[src/rtl/fractcam_pkg.sv]
// Shared constants and helper functions for the fractcam match-line encoder.
// The lowest-set-bit helper is shared by the per-segment encoders and by the segment select.
package fractcam_pkg;

    localparam int DEPTH_DEFAULT     = 64;
    localparam int SEG_WIDTH_DEFAULT = 8;
    localparam int LSB_MAX_WIDTH     = 256;

    function automatic int clog2(input int n);
        int r;
        r = 0;
        for (int i = 0; i < 31; i++) begin
            if ((1 << i) < n) r = i + 1;
        end
        return r;
    endfunction

    // Index of the lowest set bit among the first `width` bits; 0 when none are set.
    function automatic int lowest_set_bit(input logic [LSB_MAX_WIDTH-1:0] vec, input int width);
        int idx;
        idx = 0;
        for (int i = LSB_MAX_WIDTH - 1; i >= 0; i--) begin
            if (i < width && vec[i]) idx = i;
        end
        return idx;
    endfunction

endpackage

[src/rtl/fractcam_penc_seg.sv]
// Combinational priority encoder over one slice: any-hit, lowest set index, and two-or-more flag.
// Used for the per-segment stage-1 encoders and for the stage-2 segment select.
module fractcam_penc_seg
    import fractcam_pkg::*;
#(
    parameter int WIDTH     = 8,
    parameter int IDX_WIDTH = (WIDTH > 1) ? clog2(WIDTH) : 1
) (
    input  logic [WIDTH-1:0]     vec,
    output logic                 hit,
    output logic [IDX_WIDTH-1:0] idx,
    output logic                 multi
);

    logic [LSB_MAX_WIDTH-1:0] vec_wide;

    always_comb begin
        vec_wide            = '0;
        vec_wide[WIDTH-1:0] = vec;
        hit                 = |vec;
        // Clearing the lowest set bit leaves something behind only if two or more were set.
        multi               = |(vec & (vec - WIDTH'(1)));
        idx                 = IDX_WIDTH'(lowest_set_bit(vec_wide, WIDTH));
    end

endmodule

[src/rtl/fractcam_match_encoder.sv]
// Two-stage pipelined priority encoder for the fractcam match lines, lowest index wins.
// A single advance enable stalls both stages together under downstream backpressure.
module fractcam_match_encoder
    import fractcam_pkg::*;
#(
    parameter int DEPTH      = DEPTH_DEFAULT,
    parameter int SEG_WIDTH  = SEG_WIDTH_DEFAULT,
    parameter int TAG_WIDTH  = 8,
    parameter int ADDR_WIDTH = clog2(DEPTH)
) (
    input  logic                  clk,
    input  logic                  rst,
    input  logic [DEPTH-1:0]      s_match,
    input  logic [TAG_WIDTH-1:0]  s_tag,
    input  logic                  s_valid,
    output logic                  s_ready,
    output logic [ADDR_WIDTH-1:0] m_addr,
    output logic                  m_hit,
    output logic                  m_multi,
    output logic [TAG_WIDTH-1:0]  m_tag,
    output logic                  m_valid,
    input  logic                  m_ready
);

    localparam int NSEG      = DEPTH / SEG_WIDTH;
    localparam int SEG_IDX_W = clog2(SEG_WIDTH);
    localparam int SEL_W     = (NSEG > 1) ? clog2(NSEG) : 1;

    if ((DEPTH % SEG_WIDTH) != 0 || SEG_WIDTH < 2 || (SEG_WIDTH & (SEG_WIDTH - 1)) != 0
        || NSEG > LSB_MAX_WIDTH || SEG_WIDTH > LSB_MAX_WIDTH) begin : g_bad_params
        $error("fractcam_match_encoder: DEPTH must be a multiple of SEG_WIDTH, SEG_WIDTH a power of 2 >= 2");
    end

    logic                           en;
    logic [NSEG-1:0]                seg_hit;
    logic [NSEG-1:0]                seg_multi;
    logic [NSEG-1:0][SEG_IDX_W-1:0] seg_idx;

    logic                           v1;
    logic [TAG_WIDTH-1:0]           s1_tag;
    logic [NSEG-1:0]                s1_hit;
    logic [NSEG-1:0]                s1_multi;
    logic [NSEG-1:0][SEG_IDX_W-1:0] s1_idx;

    logic                           sel_hit;
    logic                           sel_multi;
    logic [SEL_W-1:0]               sel_g;
    logic [ADDR_WIDTH-1:0]          addr_next;
    logic                           multi_next;

    assign en      = !m_valid || m_ready;
    assign s_ready = en;

    for (genvar g = 0; g < NSEG; g++) begin : g_seg
        fractcam_penc_seg #(
            .WIDTH     (SEG_WIDTH),
            .IDX_WIDTH (SEG_IDX_W)
        ) u_seg (
            .vec   (s_match[g*SEG_WIDTH +: SEG_WIDTH]),
            .hit   (seg_hit[g]),
            .idx   (seg_idx[g]),
            .multi (seg_multi[g])
        );
    end

    // NOTE: sequential state uses <= so every register samples pre-edge values regardless of block order.
    always_ff @(posedge clk) begin
        // NOTE: reset clears data as well as valid, so nothing stale is ever visible on the outputs.
        if (rst) begin
            v1       <= 1'b0;
            s1_tag   <= '0;
            s1_hit   <= '0;
            s1_multi <= '0;
            s1_idx   <= '0;
        end else if (en) begin
            v1       <= s_valid && s_ready;
            s1_tag   <= s_tag;
            s1_hit   <= seg_hit;
            s1_multi <= seg_multi;
            s1_idx   <= seg_idx;
        end
    end

    fractcam_penc_seg #(
        .WIDTH     (NSEG),
        .IDX_WIDTH (SEL_W)
    ) u_sel (
        .vec   (s1_hit),
        .hit   (sel_hit),
        .idx   (sel_g),
        .multi (sel_multi)
    );

    always_comb begin
        // NOTE: default first so no path through this block can infer a latch.
        addr_next  = '0;
        multi_next = (|s1_multi) || sel_multi;
        if (sel_hit) begin
            addr_next = (ADDR_WIDTH'(sel_g) << SEG_IDX_W) | ADDR_WIDTH'(s1_idx[sel_g]);
        end
    end

    always_ff @(posedge clk) begin
        if (rst) begin
            m_valid <= 1'b0;
            m_hit   <= 1'b0;
            m_multi <= 1'b0;
            m_addr  <= '0;
            m_tag   <= '0;
        end else if (en) begin
            m_valid <= v1;
            m_hit   <= sel_hit;
            m_multi <= multi_next;
            m_addr  <= addr_next;
            m_tag   <= s1_tag;
        end
    end

endmodule

[config.mk]
export PLATFORM = sky130hd
export DESIGN_NAME = fractcam_match_encoder
export DESIGN_NICKNAME = d
export VERILOG_FILES = /design/src/rtl/fractcam_pkg.sv /design/src/rtl/fractcam_penc_seg.sv /design/src/rtl/fractcam_match_encoder.sv
export SDC_FILE = /design/constraint.sdc
export NUM_CORES = 1
export LEC_CHECK = 0
export CAP_MARGIN = 20
export CORE_MARGIN = 8
export CORE_UTILIZATION = 49
export CTS_CLUSTER_DIAMETER = 120
export DETAILED_ROUTE_END_ITERATION = 10
export PLACE_DENSITY_LB_ADDON = 0.25
export SLEW_MARGIN = 20
export SYNTH_ARGS = -nofsm -noshare
export SYNTH_HDL_FRONTEND = slang
export SYNTH_SLANG_ARGS = --single-unit
[constraint.sdc]
create_clock -name clk -period 2.5 [get_ports clk]
set_input_delay 0.5 -clock clk [delete_from_list [all_inputs] [get_ports clk]]
set_output_delay 0.5 -clock clk [all_outputs]
set_load 0.01 [all_outputs]
==> impl_metrics.toml, run 1 <==
[pwr]
p_per_area_mw_per_mm2 = 496.1
p_switching_mw = 0.6558
leakagePower_nw = 1.727
switching_share_pct = 27.39
vdd_drop_max_mv = 0.2059
clkPwrFrac_pct = 32.1
p_total_mw = 2.394
p_seq_share_pct = 48.2
intPower_mw = 1.738
combPwrFrac_pct = 19.7

[route]
ant_nets = 0
drt_first_pass_iters = 5
drt_iter0_drc = 246
num_vias = 3885
drc = 0
via_per_inst = 5.680
wire_per_inst_um = 14.35
drt-total-wl_um = 9818

[synth]
synth_cell_types = 47
synthTopCellsByCount = "a21oi_1 (68), dfxtp_1 (66), nor2_1 (65)"
synth_warnings = 0
synth_area_leaders = "dfxtp_1 (37%), a21oi_1 (9.5%), nor2_1 (6.8%)"
synth_edf_count = 0
synth_top_area_share_pct = 36.70
synth_async_sr_flop_share_pct = 0
syn_area_sq_mm = 0.003600
synth_flop_cell = "dfxtp_1"
syn_inst = 489
yosysMostFrequentCell = "a21oi_1"
synth_area_per_cell_sq_um = 7.361
yosys.area.top_type = "dfxtp_1"
synth_nets = 565
yosysSeqAreaShare_pct = 36.70
ys_ff_latch = 66

[global_route]
antenna_found_initial = 0
grt_max_degree = 76
grt-ovfl-total = 0
grt_pass1_wl_um = 16060
grt_pass1_vias = 3672
grt_use_total_pct = 19.01

[floorplanning]
die_x_um = 101.7
num_rows = 31
dieArea_sq_mm = 0.01034
core_area_sq_mm = 0.007176
io_pins = 94
start_util_pct = 50.17
dieHeight_um = 101.7

[run]
drv_cap = 0

[cells_and_area]
layout-drive-gt1-share_pct = 5.128
antenna_cells = 0
syn2layout_area_growth_pct = 34.06
nets = 656

[setup_path]
cp-end-kind = "output port"
crit_type = "input port to output port"
arrival_ns = 1.75
critPathLaunchType = "input port"
worstPathMaxFanout = 2
worstPathRequired_ns = 2.00
max_stage_delay_ns = 0.62
crit_top_cell = "clkdlybuf4s50_1"
cp_slowest_cell = "clkdlybuf4s50_1"
crit_chain = "clkdlybuf4s50_1, nor2b_4, inv_1, clkdlybuf4s50_1"

[timing]
setup_viol_count_final = 0
slew_viol_final = 0
fin_hold_ws_ns = 0.4520
finalSetupTns_ns = 0
tightest_slew_ns = 0.6552
fin_crit_sh_pct = 90.16
worst_slack_ns = 0.2460
maxClockFrequency_mhz = 443.6
rsz0062_at_grt = "false"
relSlewSlack_pct = 55.92
hold_violations = 0
finalClockSkew_ns = 0.007573
min_period_ns = 2.254

[cts]
cts_buffers = 9
post_cts_buffers = 0
tritoncts = "yes"
clkTransAtPathRegs_ns = 0.07
clockRootBuffer = "clkbuf_8"
cts_hold_buf = 0
clock_sinks = 66
cts_htree_levels = 3
cts_repair_resize_count = 0
clk_latency_ns = 0.35
cts_buffer_depth = 2

[placement]
io_buffers = 93
pre_cts_slack_ns = 0.2190
routabilityCongestion = 0.9716
dp_hpwl_um = 7267

[run_status]
outcome = "finished clean"

[hold_path]
min-delay-path-class = "flop to flop"
## through the flow
stage	cell area, sq um	utilization (%)	std cells
global route	4826	67.25	684
finish	4826	67.25	684
detailed placement	4662	64.97	668
global placement	4662	64.97	668
floorplan	3600	-	489
CTS	4826	67.25	684
## sequential cells by signal, summed over array words and instances (netlist names)
| name | flops |
|---|---|
| s1_idx | 24 |
| m_tag | 8 |
| s1_hit | 8 |
| s1_multi | 8 |
| s1_tag | 8 |
| m_addr | 6 |
| m_hit | 1 |
| m_multi | 1 |
| m_valid | 1 |
| v1 | 1 |
## final cells by class
cell class | instances | area (sq um)
clock buffer | 13 | 148.9
clock inverter | 3 | 15.01
fill | 626 | 2350
inverter | 16 | 60.06
multi-input combinational | 382 | 2128
sequential | 66 | 1321
tap | 99 | 123.9
timing repair buffer | 105 | 1028
## placed cells by master (no fill, tap or decap), types with 9 or more instances in the layout
cell type        synthesis  layout
a311oi_1                11      11
a21oi_1                 68      68
inv_1                   15      15
clkdlybuf4s50_1          0      92
or3_1                   10      10
nor2_1                  65      65
o21ai_0                 35      35
nand2_1                 61      61
dfxtp_1                 66      66
clkbuf_8                 0      10
nor4_1                  15      15
nor3_1                  17      17
buf_4                    1      11
nor2b_1                 10       9
## routing by layer
layer | routed length (um) | global-route usage, %
met5 | 0 | 0
met1 | 4186 | 21.93
met2 | 4831 | 32.80
met4 | 238 | 8.133
met3 | 561 | 4.330
## cells by family (layout without fill, tap and decap cells)
logic type	count (synthesis)	in the layout	share of synthesized area, %
buffers and inverters	41	137	4.380
AOI/OAI and AO/OA	171	171	29.96
DFF	66	66	36.70
adders and majority gates	6	6	1.668
muxes	5	5	1.460
and+or+nand+nor	200	200	25.83
## path summary, 6_finish.rpt
path,cells past startpoint,to,start,slack [ns]
worst max-delay path,4,s_ready,m_ready,0.25
worst min-delay path,2,m_tag[4]$_SDFFE_PP0N_,m_tag[4]$_SDFFE_PP0N_,0.45
worst max register to register,5,m_addr[0]$_SDFFE_PP0N_,s1_hit[3]$_SDFFE_PP0N_,0.44
worst min register to register,2,m_tag[4]$_SDFFE_PP0N_,m_tag[4]$_SDFFE_PP0N_,0.45
## critical path: cells and delay by family
family,cells,cell delay (ns)
AND/OR/NAND/NOR,1,0.06
buffers and inverters,3,1.20
## power groups by stage
stage,Clock [mW],Sequential [mW],Combinational (mW)
5_1_grt,0.822,1.16,0.520
4_1_cts,0.773,1.15,0.472
6_report,0.769,1.15,0.471
3_3_place_gp,0,1.17,0.455
2_1_floorplan,0,1.17,0.221
3_5_place_dp,0,1.18,0.469
Power figures use the tool's default switching activity.
==> run 2, diff against run 1 <==
--- a/config.mk
+++ b/config.mk
@@ -6,7 +6,7 @@
 export NUM_CORES = 1
 export LEC_CHECK = 0
-export CAP_MARGIN = 20
 export CORE_MARGIN = 8
-export CORE_UTILIZATION = 49
+export CORE_UTILIZATION = 51
+export CTS_BUF_LIST = sky130_fd_sc_hd__clkbuf_4 sky130_fd_sc_hd__clkbuf_8
 export CTS_CLUSTER_DIAMETER = 120
 export DETAILED_ROUTE_END_ITERATION = 10
==> constraint.sdc (replaced) <==
create_clock -name clk -period 2.5 [get_ports clk]
set_input_delay 0.5 -clock clk [delete_from_list [all_inputs] [get_ports clk]]
set_output_delay 0.5 -clock clk [all_outputs]
set_load 0.05 [all_outputs]
==> run 2 against run 1 <==
  * Clock power grew 18%
  * Combinational power grew 13%
  * Count of clock-buffer cells in the layout is the same
  * Die area shrank 3.3%
  * Fmax grew 10%
  * Final cell count grew 0.15%
  * Critical path depth is the same
  * Sequential power is essentially flat
  * Largest power group unchanged
  * Highest routed layer unchanged
==> impl_metrics.toml, run 2 (synthesis gave the netlist of run 1 again) <==
[run_status]
outcome = "finished clean"

[floorplanning]
die_x_um = 100.0
io_pins = 94
num_rows = 30
dieArea_sq_mm = 0.01000
start_util_pct = 52.69
core_area_sq_mm = 0.006832
dieHeight_um = 100.0

[cells_and_area]
largest_reg_flops = 24
final_common_cell = "clkdlybuf4s50_1"
fin_cells = 685
final_area_sq_mm = 0.004903
layout-drive-gt1-share_pct = 6.452
nets = 661
final_cell_mix = "clkdlybuf4s50_1 (91), a21oi_1 (68), dfxtp_1 (66)"
antenna_cells = 0
fin_util_pct = 71.78
regMostFlops = "s1_idx"
syn2layout_area_growth_pct = 36.22

[hold_path]
hold_depth = 2
min_to = "m_tag[5]$_SDFFE_PP0N_"
min-delay-path-class = "flop to flop"
min_from = "m_tag[5]$_SDFFE_PP0N_"

[setup_path]
reg2reg_slack_ns = 0.49
cp-end-kind = "output port"
r2r_cells = 6
startpoint = "m_ready"
worstPathMaxFanout = 10
r2r-end = "m_addr[0]$_SDFFE_PP0N_"
worstPathRequired_ns = 2.00
critPathLaunchType = "input port"
arrival_ns = 1.55
timing.rr.start = "s1_hit[0]$_SDFFE_PP0N_"
crit_type = "input port to output port"

[global_route]
grt-ovfl-total = 0
grt_pass1_vias = 3729
antenna_found_initial = 0
grt_max_degree = 51
grt_pass1_wl_um = 16790
grt_use_total_pct = 20.22

[cts]
clkTransAtPathRegs_ns = 0.07
clock_sinks = 66
cts_hold_buf = 0
clockRootBuffer = "clkbuf_8"
clk_latency_ns = 0.34
cts_htree_levels = 3
cts_repair_resize_count = 0
tritoncts = "yes"
post_cts_buffers = 0
cts_buffers = 9
cts_buffer_depth = 2

[timing]
hold_violations = 0
finalSetupTns_ns = 0
tightest_slew_ns = 0.7106
relSlewSlack_pct = 52.19
min_period_ns = 2.049
slew_viol_final = 0
setup_viol_count_final = 0
rsz0062_at_grt = "false"
fin_crit_sh_pct = 81.97
finalClockSkew_ns = 0.006866
maxClockFrequency_mhz = 488.0

[route]
via_per_inst = 5.788
drc = 0
drt_iter0_drc = 267
ant_nets = 0
drt_first_pass_iters = 5
wire_per_inst_um = 14.88
drt-total-wl_um = 10190
num_vias = 3965

[pwr]
p_per_area_mw_per_mm2 = 529.4
leakagePower_nw = 1.769
vdd_drop_max_mv = 0.2649

[placement]
routabilityCongestion = 0.8512
io_buffers = 93
dp.cells = 670
placed_area_sq_mm = 0.004706
dp_hpwl_um = 7571

[run]
drv_cap = 0
## run 2: layout make-up
type | count | area (sq um)
Tap cell | 96 | 120.1
Clock inverter | 2 | 37.54
Multi-Input combinational cell | 382 | 2128
Clock buffer | 13 | 160.2
Fill cell | 574 | 1928
Sequential cell | 66 | 1321
Timing Repair Buffer | 110 | 1076
Inverter | 16 | 60.06
## run 2: worst max path at each step
stage,end,slack [ns],depth (start not counted)
after global routing,m_addr[0]$_SDFFE_PP0N_,0.33,7
after floorplan,s_ready,0.56,3
final,s_ready,0.45,4
after global placement,m_addr[0]$_SDFFE_PP0N_,0.42,7
after CTS,s_ready,0.45,4
after detailed placement,m_addr[0]$_SDFFE_PP0N_,0.38,7
## run 2: where the power goes
group	total [mW]	switching (mW)	leakage, nW	internal [mW]
clock	0.911	0.395	0.100	0.517
sequential	1.15	0.0417	0.546	1.11
combinational	0.533	0.282	1.12	0.250
total	2.60	0.719	1.77	1.88
## run 2: worst max-delay path, stage by stage
cell and delay, ns:
clkdlybuf4s50_1 0.50, nor2b_4 0.06, inv_1 0.29, buf_12 0.19
## run 2: per-stage QoR
step	total power, mW	worst slack [ns]	hold slack, ns
finish	2.596	0.4507	0.4515
floorplan	1.436	0.5639	0.4273
CTS	2.593	0.4472	0.4548
global route	2.702	0.3250	0.4674
global placement	1.683	0.4215	0.4350
detailed placement	1.701	0.3768	0.4448
## run 2: routing by layer
layer | vias to the layer above | track usage, % | wire length (um)
met1 | 1828 | 23.93 | 4399
met4 | 0 | 9.651 | 229
met2 | 132 | 33.61 | 4938
met5 | - | 0 | 0
met3 | 21 | 4.775 | 627
li1 | 1984 | - | -
==> run 3, diff against run 2 <==
- CORE_UTILIZATION: 51 -> 46
- clock period: 2.5 -> 1.7 ns (I/O delays scaled with it)
==> run 3 against run 2 <==
  * The flow now finishes with violations (setup timing)
  * Largest cell class unchanged
  * Largest power group unchanged
  * Worst setup slack worse by 0.52 ns
  * Combinational power is 83% higher
  * Cell area rose by 14%
  * Clock power up 37%
  * Total power is 51% higher
  * Register-to-register slack lost 0.56 ns
  * Non-clock buffer count increased by 80
  * Sequential power is 47% higher
  * Critical path depth grew 1
  * Worst hold slack lost 0.071 ns
  * Sequential share of layout area shrank 3.2 points
==> impl_metrics.toml, run 3 (synthesis gave the netlist of run 1 again) <==
[run_status]
outcome = "finished, violations left"
violations = "setup timing"

[floorplanning]
dieArea_sq_mm = 0.01091
die_x_um = 104.5
io_pins = 94
dieHeight_um = 104.5
num_rows = 32
core_area_sq_mm = 0.007647
start_util_pct = 47.07

[placement]
pre_cts_slack_ns = -0.1534
dp.cells = 747
routabilityCongestion = 0.8762
dp_hpwl_um = 8386
io_buffers = 93

[global_route]
grt-ovfl-total = 0
antenna_found_initial = 0
grt_pass1_wl_um = 18750
grt_max_degree = 29
grt_use_total_pct = 20.09
grt_pass1_vias = 4222

[timing]
relSlewSlack_pct = 70.17
rsz0062_at_grt = "true"
slew_viol_final = 0
finalClockSkew_ns = 0.009552
tightest_slew_ns = 0.4434
setup_viol_count_final = 2
fin_hold_ws_ns = 0.3807
min_period_ns = 1.772
hold_violations = 0
maxClockFrequency_mhz = 564.4
worst_slack_ns = -0.07190
fin_crit_sh_pct = 104.2

[cts]
clkTransAtPathRegs_ns = 0.07
tritoncts = "yes"
clock_sinks = 66
clockRootBuffer = "clkbuf_8"
cts_buffer_depth = 2
cts_htree_levels = 3
cts_buffers = 9
clk_latency_ns = 0.34

[setup_path]
worstPathRequired_ns = 1.92
arrival_ns = 1.99
worstPathMaxFanout = 2
reg2reg_slack_ns = -0.07
r2r-end = "m_addr[2]$_SDFFE_PP0N_"
r2r_cells = 5
cp-end-kind = "flop"
crit_type = "flop to flop"
timing.rr.start = "s1_hit[2]$_SDFFE_PP0N_"
critPathLaunchType = "flop"

[run]
drv_cap = 0

[cells_and_area]
n_fill_cell = 583
largest_reg_flops = 24
final_common_cell = "buf_4"
final_cell_mix = "buf_4 (107), clkdlybuf4s50_1 (74), a21oi_1 (68)"
nets = 741
seqCellArea_sq_mm = 0.001329
antenna_cells = 0
multiInputGateArea_sq_mm = 0.002185
layout-drive-gt1-share_pct = 22.69
fin_cells = 772
syn2layout_area_growth_pct = 55.27
regMostFlops = "s1_idx"

[pwr]
p_per_area_mw_per_mm2 = 700.3
leakagePower_nw = 2.235
vdd_drop_max_mv = 0.3475
p_total_mw = 3.914

[hold_path]
min-delay-path-class = "input port to flop"
hold_depth = 2
min_from = "rst"
min_to = "s1_idx[11]$_SDFFE_PP0N_"

[route]
drc = 0
drt_first_pass_iters = 6
drt_iter0_drc = 256
num_vias = 4293
drt-total-wl_um = 11510
ant_nets = 0
via_per_inst = 5.561
wire_per_inst_um = 14.91
run 3: cell types whose count changed in the layout (fill, tap and decap cells not counted), moves of 3 or more:
cell | previous run | this run
buf_4 | 16 | 107
buf_6 | 0 | 3
clkdlybuf4s50_1 | 91 | 74
mux2i_1 | 3 | 0
dfxtp_1 | 66 | 62
mux2i_2 | 0 | 3
dfxtp_2 | 0 | 3
run 3: critical path, stage by stage (launching register included):
cell,delay (ns)
dfxtp_2,0.32
or4_4,0.53
or3_4,0.37
o211a_1,0.22
a31oi_1,0.16
a21oi_1,0.06
run 3: layer usage:
metal  wire (um)  vias to the layer above  track usage [%]
met5           0                        -                0
met4         194                        0            7.032
met3         676                       20            5.143
met2        5720                      129            34.97
met1        4922                     1992            23.12
li1            -                     2152                -
run 3: how the worst max path moves through the flow:
| stage | startpoint | slack (ns) | cells after the start | end |
|---|---|---|---|---|
| 2_1_floorplan | s1_hit[3]$_SDFFE_PP0N_ | 0.01 | 5 | m_addr[2]$_SDFFE_PP0N_ |
| 3_3_place_gp | s_match[24] | -0.09 | 6 | s1_multi[3]$_SDFFE_PP0N_ |
| 3_5_place_dp | s_match[16] | -0.15 | 6 | s1_multi[2]$_SDFFE_PP0N_ |
| 4_1_cts | s1_hit[2]$_SDFFE_PP0N_ | -0.05 | 5 | m_addr[2]$_SDFFE_PP0N_ |
| 5_1_grt | s1_hit[2]$_SDFFE_PP0N_ | -0.12 | 5 | m_addr[2]$_SDFFE_PP0N_ |
| 6_report | s1_hit[2]$_SDFFE_PP0N_ | -0.07 | 5 | m_addr[2]$_SDFFE_PP0N_ |
run 3: final cells by class:
cell class              count  area share, %
clock inverters             2         0.1791
multi-input cells         382          39.09
repair buffers            190          30.33
inverters                  16          1.119
well taps                 102          2.283
flip-flops and latches     66          23.77
clock buffers              14          3.224
run 3: report_power, final:
part / internal (mW) / switching [mW]
combinational: 0.502 / 0.475
sequential: 1.63 / 0.0549
clock: 0.678 / 0.571
run 3: metrics by stage:
stage	setup TNS [ns]	util, %	cell area (sq um)
after global placement	-1.870	68.23	5218
final	-0.1161	73.09	5589
after CTS	-0.09973	71.84	5494
after global routing	-0.2814	73.09	5589
after floorplan	0	-	3601
after detailed placement	-3.499	68.23	5218
run 3: what timing repair did:
| item | CTS | global route |
|---|---|---|
| setup buffers | 5 | 3 |
| hold buffers | 0 | 0 |
| setup endpoints to repair | 4 | 4 |
| resized for setup | 6 | 16 |
| pin swaps | 7 | 7 |
| gates cloned | 1 | 0 |
| hold endpoints to repair | 0 | 0 |
==> RTL edit (settings of run 1) <==
Reset style: asynchronous (`rst`), changed in 2 clocked blocks.
--- a/src/rtl/fractcam_match_encoder.sv
+++ b/src/rtl/fractcam_match_encoder.sv
@@ -64,7 +64,7 @@
     end
 
     // NOTE: sequential state uses <= so every register samples pre-edge values regardless of block order.
-    always_ff @(posedge clk) begin
+    always_ff @(posedge clk or posedge rst) begin
         // NOTE: reset clears data as well as valid, so nothing stale is ever visible on the outputs.
         if (rst) begin
             v1       <= 1'b0;
@@ -100,7 +100,7 @@
         end
     end
 
-    always_ff @(posedge clk) begin
+    always_ff @(posedge clk or posedge rst) begin
         if (rst) begin
             m_valid <= 1'b0;
             m_hit   <= 1'b0;
Function: differs if rst is asserted again (counterexample within 4 cycles, from zero or initial values and one cycle with rst high); with rst held inactive, the same outputs for 10 cycles.
==> RTL edit against run 1 <==
Wire length decreased by 1.1%; synthesized area increased by 7.1%; highest routed layer unchanged; non-clock buffer count decreased by 1; sequential cell count unchanged; combinational power increased by 27%; worst setup slack got worse by 8.7 ps; core utilization decreased by 0.86 points; final cell count decreased by 5.0%; power increased by 13%; hold slack improved by 6.8 ps; maximum frequency decreased by 0.38%; final area increased by 5.8%.
==> RTL edit: results <==
[outcome]
status = completed

[yosys]
netlist_top_cells_count = nand2_1, dfrtp_1, nor3_1
ys_dominant_reg_cell = dfrtp_1
ys_async_sr_fraction_pct = 100
synth.area.top_cells = dfrtp_1, nand2_1, nor3_1
ys_seq_area_share_pct = 42.9
synth_fp_nets = 530
syn_inst = 454

[pwr]
leakagePower_nw = 2.04
peakVddDrop_v = 0.000218

[global_route]
grt_max_degree = 47
grt_usage_pct = 17.8
antenna_found_initial = 0
grt_pass1_wl_um = 16500

[routing]
vias = 3710
avgRoutedWirePerCell_um = 14.9
first_pass_iters = 4
routed_wl_um = 9710

[finish]
final_nets = 621
drive_above_1_share_pct = 9.12

[setup_path]
slowest_delay_ps = 490
crit_path_max_fanout = 7
crit_start = m_ready
r2r-start = s1_hit[0]
r2r_slack_ps = 640
r2r_cells = 4
r2r-end = m_addr[0]

[timing]
slew_headroom_pct = 57.4
finClkSkew_ps = 7.48

[placed_design]
gp_congestion = 0.842
postPlaceCellArea_mm2 = 0.00491
dpl.hpwl_um = 7430

[clocking]
insertion_delay_ps = 330
-- RTL edit: cell types whose count changed after synthesis, moves of 22 or more --
cell            run 1  this run
a21oi_1            68        28
dfrtp_1             0        66
dfxtp_1            66         0
nand2_1            61       100
nor2_1             65        32
o21ai_0            35        13
-- RTL edit: worst min path at each step --
stage,startpoint,cells after the start,endpoint
2_1_floorplan,v1,2,v1
3_3_place_gp,v1,2,v1
3_5_place_dp,v1,1,m_valid
4_1_cts,v1,1,m_valid
5_1_grt,s1_tag[2],2,s1_tag[2]
6_report,v1,1,m_valid
-- RTL edit: per-stage QoR --
| stage | util (%) | hold slack [ps] | worst slack, ps |
|---|---|---|---|
| after detailed placement | 63.9 | 449 | 95.2 |
| after global routing | 66.4 | 496 | 181 |
| after global placement | 63.9 | 442 | 153 |
| final | 66.4 | 459 | 237 |
| after floorplan | - | 430 | 345 |
| after CTS | 66.4 | 464 | 237 |
-- RTL edit: cell type report --
class                      instances  area (um^2)
clock buffer                      11          151
fill                             673         2580
sequential                        66         1650
inverter                          20         75.1
timing repair buffer             104         1030
tap                              102          128
clock inverter                     3         40.0
multi-input combinational        344         2030
-- RTL edit: worst register-to-register path, stage by stage (launching register included) --
cell	delay [ps]
dfrtp_1	530
nor4_2	560
and2_1	270
nor3b_1	270
o41ai_2	120
-- RTL edit: logic make-up (layout without fill, tap and decap cells) --
group	after synthesis	in the layout	share of synthesized area, %
mux	3	3	0.779
fa+ha+maj	14	14	3.80
compound gates	108	108	21.4
buf+inv	44	138	4.61
simple gates	219	219	26.6
flops	66	66	42.9
-- RTL edit: power by group --
| group | internal (mW) | switching (mW) | total [mW] |
|---|---|---|---|
| Sequential | 1.17 | 0.0604 | 1.23 |
| Combinational | 0.301 | 0.297 | 0.598 |
| Clock | 0.501 | 0.377 | 0.878 |
| Total | 1.97 | 0.735 | 2.70 |
-- RTL edit: metal layers --
metal	vias up	wire (um)	track usage, %
met3	12	428	3.75
met5	-	0	0
met1	1758	4320	21.3
met2	102	4810	30.3
met4	0	153	7.65
li1	1838	-	-
